<file path="src/rtl/gpio_seq.sv">
// gpio_seq: timed bit-bang sequencer that plays buffered {value, be, delay} entries onto the GPIO data register write port.
// Looping playback (extra i_loop port) is compiled in when GPIO_SEQ_LOOP_EN is defined.
module gpio_seq #(
   parameter int AW    = 4,
   parameter int DLY_W = 16
) (
   input  logic             i_clk,
   input  logic             i_rst,
   input  logic             i_push,
   input  logic [31:0]      i_value,
   input  logic [3:0]       i_be,
   input  logic [DLY_W-1:0] i_delay,
   output logic             o_full,
   output logic [AW:0]      o_level,
   input  logic             i_start,
   input  logic             i_stop,
`ifdef GPIO_SEQ_LOOP_EN
   input  logic             i_loop,
`endif
   output logic             o_busy,
   output logic             o_done,
   output logic [2:0]       o_gpio_addr,
   output logic [31:0]      o_gpio_din,
   output logic [3:0]       o_gpio_wr_en
);

   localparam int DEPTH = 1 << AW;
   localparam int EW    = 36 + DLY_W;
   localparam logic [AW:0]      LVL_ZERO = '0;
   localparam logic [AW:0]      LVL_ONE  = 1;
   localparam logic [AW:0]      LVL_FULL = DEPTH;
   localparam logic [DLY_W-1:0] DLY_ZERO = '0;
   localparam logic [DLY_W-1:0] DLY_ONE  = 1;

   typedef enum logic [1:0] {IDLE, WRITE, WAIT} state_t;

   state_t            state_reg, state_next;
   logic [EW-1:0]     mem [DEPTH];
   logic [AW-1:0]     wr_ptr_reg, rd_ptr_reg, idx_reg, pos_reg;
   logic [AW-1:0]     head_addr, pos_next;
   logic [AW:0]       level_reg, level_next;
   logic [DLY_W-1:0]  cnt_reg, dly_reg;
   logic [31:0]       din_reg;
   logic [3:0]        be_reg;
   logic              done_reg, done_next;
   logic              load_head, last_entry, push_ok, pop, loop_run;

`ifdef GPIO_SEQ_LOOP_EN
   logic loop_reg;

   always_ff @(posedge i_clk or posedge i_rst) begin
      if (i_rst)
         loop_reg <= 1'b0;
      else if (state_reg == IDLE && i_start)
         loop_reg <= i_loop;
   end

   assign loop_run = loop_reg && (state_reg != IDLE);
`else
   assign loop_run = 1'b0;
`endif

   // A looping run replays stored entries in place, so it neither pops nor accepts new ones.
   assign push_ok = i_push && !o_full && !loop_run;
   assign pop     = (state_reg == WRITE) && !loop_run;

   always_comb begin
      level_next = level_reg;
      unique case ({push_ok, pop})
         2'b10:   level_next = level_reg + 1'b1;
         2'b01:   level_next = level_reg - 1'b1;
         default: level_next = level_reg;
      endcase
   end

   always_comb begin
      state_next = state_reg;
      load_head  = 1'b0;
      done_next  = 1'b0;
      head_addr  = idx_reg + 1'b1;
      pos_next   = pos_reg + 1'b1;
      last_entry = ({1'b0, pos_reg} == level_reg - 1'b1);
      if (loop_run && last_entry) begin
         head_addr = rd_ptr_reg;
         pos_next  = '0;
      end
      unique case (state_reg)
         IDLE: begin
            if (i_start && level_reg != LVL_ZERO) begin
               state_next = WRITE;
               load_head  = 1'b1;
               head_addr  = rd_ptr_reg;
               pos_next   = '0;
            end
         end
         WRITE: begin
            // level_reg still counts the entry being popped this cycle
            if (i_stop) begin
               state_next = IDLE;
               done_next  = 1'b1;
            end else if (dly_reg != DLY_ZERO) begin
               state_next = WAIT;
            end else if (loop_run || level_reg > LVL_ONE) begin
               state_next = WRITE;
               load_head  = 1'b1;
            end else begin
               state_next = IDLE;
               done_next  = 1'b1;
            end
         end
         WAIT: begin
            if (i_stop) begin
               state_next = IDLE;
               done_next  = 1'b1;
            end else if (cnt_reg == DLY_ONE) begin
               if (loop_run || level_reg != LVL_ZERO) begin
                  state_next = WRITE;
                  load_head  = 1'b1;
               end else begin
                  state_next = IDLE;
                  done_next  = 1'b1;
               end
            end
         end
         default: state_next = IDLE;
      endcase
   end

   always_ff @(posedge i_clk) begin
      if (push_ok)
         mem[wr_ptr_reg] <= {i_value, i_be, i_delay};
   end

   always_ff @(posedge i_clk or posedge i_rst) begin
      if (i_rst) begin
         state_reg  <= IDLE;
         wr_ptr_reg <= '0;
         rd_ptr_reg <= '0;
         idx_reg    <= '0;
         pos_reg    <= '0;
         level_reg  <= '0;
         cnt_reg    <= '0;
         dly_reg    <= '0;
         din_reg    <= '0;
         be_reg     <= '0;
         done_reg   <= 1'b0;
      end else begin
         state_reg <= state_next;
         level_reg <= level_next;
         done_reg  <= done_next;
         if (push_ok)
            wr_ptr_reg <= wr_ptr_reg + 1'b1;
         if (pop)
            rd_ptr_reg <= rd_ptr_reg + 1'b1;
         if (state_reg == WRITE)
            cnt_reg <= dly_reg;
         else if (state_reg == WAIT)
            cnt_reg <= cnt_reg - 1'b1;
         // Strobe registers are loaded on entry to WRITE so they line up with that cycle.
         if (load_head) begin
            {din_reg, be_reg, dly_reg} <= mem[head_addr];
            idx_reg <= head_addr;
            pos_reg <= pos_next;
         end else begin
            be_reg <= '0;
         end
      end
   end

   assign o_full       = (level_reg == LVL_FULL);
   assign o_level      = level_reg;
   assign o_busy       = (state_reg != IDLE);
   assign o_done       = done_reg;
   assign o_gpio_addr  = 3'b001;
   assign o_gpio_din   = din_reg;
   assign o_gpio_wr_en = be_reg;

endmodule

</file>
<file path="config.mk">
export PLATFORM = sky130hd
export DESIGN_NAME = gpio_seq
export DESIGN_NICKNAME = d
export VERILOG_FILES = /design/src/rtl/gpio_seq.sv
export SDC_FILE = /design/constraint.sdc
export NUM_CORES = 1
export LEC_CHECK = 0
export CORE_ASPECT_RATIO = 0.75
export CORE_MARGIN = 3
export CORE_UTILIZATION = 53
export DETAILED_ROUTE_END_ITERATION = 8
export GPL_ROUTABILITY_DRIVEN = 0
export PLACE_DENSITY = 0.73
export SLEW_MARGIN = 20
export SYNTH_ARGS = -nofsm -noshare
export SYNTH_HDL_FRONTEND = slang
export SYNTH_SLANG_ARGS = --single-unit
</file>
<file path="constraint.sdc">
create_clock -name i_clk -period 14.9 [get_ports i_clk]
set_input_delay 2.98 -clock i_clk [delete_from_list [all_inputs] [get_ports i_clk]]
set_output_delay 2.98 -clock i_clk [all_outputs]
set_load 0.03 [all_outputs]
</file>
# After elaboration in Yosys (flattened, before gate mapping)
# Memories as Yosys holds them, arrays and structs flattened.
# Index checks and enable logic that the tools add are counted.
# W data, S select, Z words.
op_classes:
  addsub: 6
  order_cmp: 1
  n_eq_ne: 8
  muxes: 31
  reduce_logical: 10
op_table:
  columns: ["operator", "count"]
  rows:
  - ["$mux W16", 2]
  - ["$mux W1", 17]
  - ["$eq A16 B1 Y1 const B", 1]
  - ["$reduce_bool A16 Y1", 1]
  - ["$sub A16 B1 Y16 const B", 1]
  - ["$add A4 B1 Y4 const B", 3]
  - ["$mux W4", 3]
  - ["$mux W2", 5]
  - ["$pmux W5 S2", 1]
  - ["$pmux W2 S3", 1]
  - ["$reduce_bool A2 Y1", 3]
  - ["$add A5 B1 Y5 const B", 1]
  - ["$eq A5 B5 Y1 const B", 1]
  - ["$gt A5 B1 Y1 const B", 1]
  - ["$reduce_bool A5 Y1", 1]
  - ["$sub A5 B1 Y5 const B", 1]
  - ["$eq A2 B1 Y1 const B", 2]
  - ["$eq A2 B2 Y1 const B", 2]
  - ["$ne A3 B3 Y1 const B", 1]
  - ["$pmux W1 S3", 1]
  - ["$logic_and A1 B1 Y1", 2]
  - ["$logic_not A2 Y1", 1]
  - ["$ne A2 B2 Y1 const B", 1]
  - ["$pmux W1 S2", 1]
  - ["2 further kinds", 2]
word_totals:
  reg_bits: 88
  ramBits: 832
  word_cells: 67
  mem_count: 1
mem_list:
  columns: ["memory", "depth", "width", "read_ports", "rd_clocked_by_memory_dff", "wr", "line_no", "source"]
  rows:
  - ["mem", 16, 52, 1, 0, 1, "38", "logic [EW-1:0] mem [DEPTH];"]

# Depth between registers and ports, before layout
depth:
  word_depth: 6
  depth_mapped: 13
  ltp_nobuf: 10

# Worst setup path before layout
# Ideal clock, no wire load.
synth_timing:
  path_type: "input -> register"
  startpoint: "input port i_push"
  endpoint: "memory mem[3][0] (netlist name), enable pin"
  arrival_ns: 7.069
  required_ns: 14.374
  slack_ns: 7.305
  cell_stages: 4
  cell_sequence: "and2_1 clkbuf_1 nand2_1 nor3_1"
synth_via:
  elab_chain_len: 3
synth_rtl:
  columns: ["item", "line_no", "source"]
  rows:
  - ["from (decl)", "9", "input logic i_push,"]
  - ["$logic_and A1 B1 Y1", "64", "assign push_ok = i_push && !o_full && !loop_run;"]
  - ["$mux W1", "130", "if (push_ok)"]
  - ["$mux W1 (implied by the code)", "131", "mem[wr_ptr_reg] <= {i_value, i_be, i_delay};"]
  - ["to (decl)", "38", null]
# Every way passes these cells.

# Final worst setup path
layout_timing:
  startpoint: "input port i_start"
  endpoint: "register din_reg[14], in the netlist o_gpio_din[14]"
layout_via:
  elab_chain_len: 4
  word_cells_on_any_way: 6
  classes_between: "mux: 4; reduce/logical: 1; memory: 1"
layout_rtl:
  columns: ["item", "line_no", "source"]
  rows:
  - ["from (decl)", "15", "input logic i_start,"]
  - ["$logic_and A1 B1 Y1 *", "89", "if (i_start && level_reg != LVL_ZERO) begin"]
  - ["$mux W4", "89", null]
  - ["$mux W4", "87", "unique case (state_reg)"]
  - ["$mem_v2 Z16 W52", null, null]
  - ["to (signal assigned)", "161", "{din_reg, be_reg, dly_reg} <= mem[head_addr];"]
  - ["to (decl)", "43", "logic [31:0] din_reg;"]
# Every way passes the cells marked *; elsewhere a longest branch is shown, timed or not.
# A chain may end at the register's enable or synchronous reset.

==> impl_results.md <==
* Clock Pin Slew Worst Setup and Hold Paths at approximately 0.060 ns
* Crit start category: input port
* CTS-repair resized insts at 0
* Peak Freq at 140 MHz
* Switching power summed over all nets at 3.67 mW
* Power Density at 222 mW/mm2
* Post-layout util at 0.606
* Sequential fraction of design power at 0.370
* Total stage count of the critical path at 11
* Final hold violations at 0
* Post-DR vias/cell at 6.27
* Tmin final at 7.16 ns
* Net count reported at finish at about 2800
* Post-synthesis cell area at 0.0365 mm2
* Synth Register Bits at 920
* Most common cell on crit path: buf_4
* Drt wl/cell at 24.7 um
* Residual DRC at 0
* GRT Util Overall at 0.251
* CP top delay family: buffers and inverters
* Synthesis-to-layout area growth at 12.1%
* Io pins at 104
* Top post-synthesis cells by area: edfxtp_1, nand2_1, dfrtp_1, a31oi_1, nand3_1
* Deepest clock path buffer count at 3
* Comb pwr share at 0.396
* Outcome: finished clean
* Clock share of power at 0.233
* Post-cts hold buffer count at 0
* CTS Root Cell: clkbuf_16
* Max Cap Viol at 0
* Via count at 23000
* Yosys synthesis warning count at 0
* Port bufs at 100
* Largest stage delay on the critical path at 0.94 ns
* Post-synth top area cell: edfxtp_1
* Remaining Overflow, GRT at 0
* Hold Path End: o_gpio_din[23]
* Asr flop ratio synth at 0.0957
* Critical Path, Cell by Cell: clkdlybuf4s50_1 > nand2_1 > o21ai_1 > and2_4 > buf_4 > buf_4 > buf_4 > nand2_1 > a31oi_1 > a22oi_1 > a31oi_1
* Post-CTS Setup Bufs at 0
* Vias in the first global route at 22500
* Fin. max-slew vios at 0
* Core region area at a little under 0.07 mm2
* Initial antenna violation count at 5
* CTS tree: built
* Internal power at 5.42 mW
* Critical Path Slowest Stage Cell: buf_4
* Top-area cell type share of the netlist area at 0.685
* Wirelength, routed at 90700 um
* Most common cell in the netlist: edfxtp_1
* Clk sinks at 920
* Fraction of layout cells with a size suffix above 1 at 0.0754
* Post-synth EDFFs at 832
* Worst vdd ir at 0.168 mV
* Sequential fraction of the synthesis area at 0.745
* Iteration-0 DRC count of the detailed router at 2926
* Num rows at 82
* Die Ht at roughly 230 um
* Hold path start: o_gpio_din[23]
* Leakage at around 14 nW
* Hold WC Path Type: flip-flop to flip-flop
* Worst flop-to-flop path endpoint: o_gpio_din[14]
* Critical path class: input port to flip-flop
* Post-synth cell types at 61
* Avg Synthesized Cell Area at 13.7 um2
* DRT Pass-1 Iters at 6
* Primary FF master, synth: edfxtp_1
* Design Area, Final at 0.0409 mm2
* Hold Path Stages at 2
* Post-DP HPWL at 45300 um
* Worst slew margin at 0.188
* Reg with most FFs: mem
* RR Startpoint: o_level[0]
* Buffers & Inverters on Critical Path at 4
* R2R depth at 12
* RSZ-0062 raised after global routing: no
* Flop-to-flop setup slack at 9.51 ns
* Switching share of total power at 0.404
* Post-Syn Instances at 2668
* Die Wd at ~310 um
* Largest net degree at the start of global routing at 106
* Worst-Margin Slew at around 1.2 ns
* Final worst path period share at 0.481
* H-tree Lvls at 3
* ANT nets after route at 0
* Post-DP Area at around 0.038 mm2
* CP required at 15.46 ns
* Data arrival, critical path at 7.72 ns
* Clk_lat worst skew at between 0.6 and 0.7 ns
* Max FFs per register at 832
* Die ar. at between 0.07 and 0.08 mm2
* Num CTS Buffers at 84
* Fill cells at 4964
* Fin Setup TNS at 0 ns
* Starting Density at 0.540
* Setup violators final at 0
* Global-route wire length before repair at 136000 um
* Worst setup EP type: flip-flop
* Commonest cells in the netlist: edfxtp_1, nand2_1, a31oi_1
* CP max FO at 105
* Clock skew at approximately 0.026 ns
==> power groups by stage <==
| stage | combinational, mW | clock (mW) | sequential, mW |
|---|---|---|---|
| 5_1_grt | 3.90 | 2.26 | 3.40 |
| 6_report | 3.61 | 2.12 | 3.37 |
| 3_3_place_gp | 3.44 | 0 | 3.40 |
| 2_1_floorplan | 2.46 | 0 | 3.46 |
| 4_1_cts | 3.57 | 2.14 | 3.37 |
| 3_5_place_dp | 3.54 | 0 | 3.42 |
==> per-stage QoR <==
stage	total power, mW	hold WS [ns]	worst slack (ns)	cells
final	9.10	0.497	7.74	3671
after global routing	9.56	0.534	7.44	3670
after CTS	9.08	0.505	7.80	3667
after detailed placement	6.96	0.488	7.22	3511
after global placement	6.85	0.482	7.37	3511
after floorplan	5.92	0.466	7.30	2669
==> placed cells by master (no fill, tap or decap), types with 7 or more instances in the layout <==
cell | netlist | final
edfxtp_1 | 832 | 832
clkinv_2 | 0 | 21
a211oi_1 | 52 | 52
nand4_1 | 17 | 17
clkdlybuf4s50_1 | 0 | 100
ha_1 | 17 | 17
o211ai_1 | 8 | 8
dfrtp_1 | 88 | 88
a21oi_1 | 73 | 72
clkbuf_8 | 0 | 7
o21ai_0 | 27 | 26
and3_1 | 54 | 54
mux2i_1 | 42 | 42
xnor2_1 | 9 | 9
buf_4 | 22 | 38
a22oi_1 | 32 | 32
a31oi_1 | 169 | 169
nor2_1 | 79 | 67
nor3_1 | 12 | 8
a22o_1 | 16 | 16
a221oi_1 | 32 | 32
clkbuf_1 | 69 | 16
a311oi_1 | 27 | 27
inv_1 | 15 | 14
a32oi_1 | 9 | 9
clkbuf_16 | 0 | 86
nand2_1 | 653 | 650
nor2_4 | 0 | 12
clkinv_1 | 0 | 9
nand3_1 | 139 | 139
o21ai_1 | 14 | 14
==> metal layers <==
metal / part of all wire / routed length [um] / track usage
met2: 0.47 / 42300 / 0.394
met5: 0.00037 / 34 / 0
met4: 0.027 / 2450 / 0.0852
met3: 0.094 / 8560 / 0.0561
met1: 0.41 / 37400 / 0.353
==> cells by family (layout without fill, tap and decap cells) <==
family | after synthesis | in the layout | share of synthesized area
AND/OR/NAND/NOR | 992 | 992 | 0.116
flip-flops | 920 | 920 | 0.745
AO/OA/AOI/OAI | 485 | 485 | 0.0897
buffers and inverters | 193 | 310 | 0.0265
multiplexers | 45 | 45 | 0.0126
adder cells (fa/ha/maj) | 17 | 17 | 0.00583
XOR/XNOR | 14 | 14 | 0.00336
other | 2 | 6 | 0.000206
==> tightest hold or removal path, delay by kind of cell (launching register included) <==
| kind | cells | cell delay (ns) |
|---|---|---|
| flip-flops | 1 | 0.35 |
| AND/OR/NAND/NOR | 2 | 0.11 |
==> worst max path at each step <==
stage / startpoint / end / slack (ns)
after floorplan: i_push / mem[3][0] / 7.30
after global placement: i_start / o_gpio_din[13] / 7.37
after detailed placement: i_start / o_gpio_din[13] / 7.22
after CTS: i_start / o_gpio_din[14] / 7.80
after global routing: i_start / o_gpio_din[13] / 7.44
final: i_start / o_gpio_din[14] / 7.74
==> area by class of cell <==
| type | instances | area [um2] | share of cell area |
|---|---|---|---|
| clock buffer | 109 | 2310 | 0.0564 |
| tap | 882 | 1100 | 0.0270 |
| multi-input combinational | 1556 | 8490 | 0.208 |
| timing repair buffer | 139 | 1310 | 0.0321 |
| sequential | 920 | 27200 | 0.665 |
| clock inverter | 47 | 430 | 0.0105 |
| antenna | 3 | 7.51 | 0.000184 |
| inverter | 15 | 58.8 | 0.00144 |
Note: power is estimated with default switching activity, not from simulation.
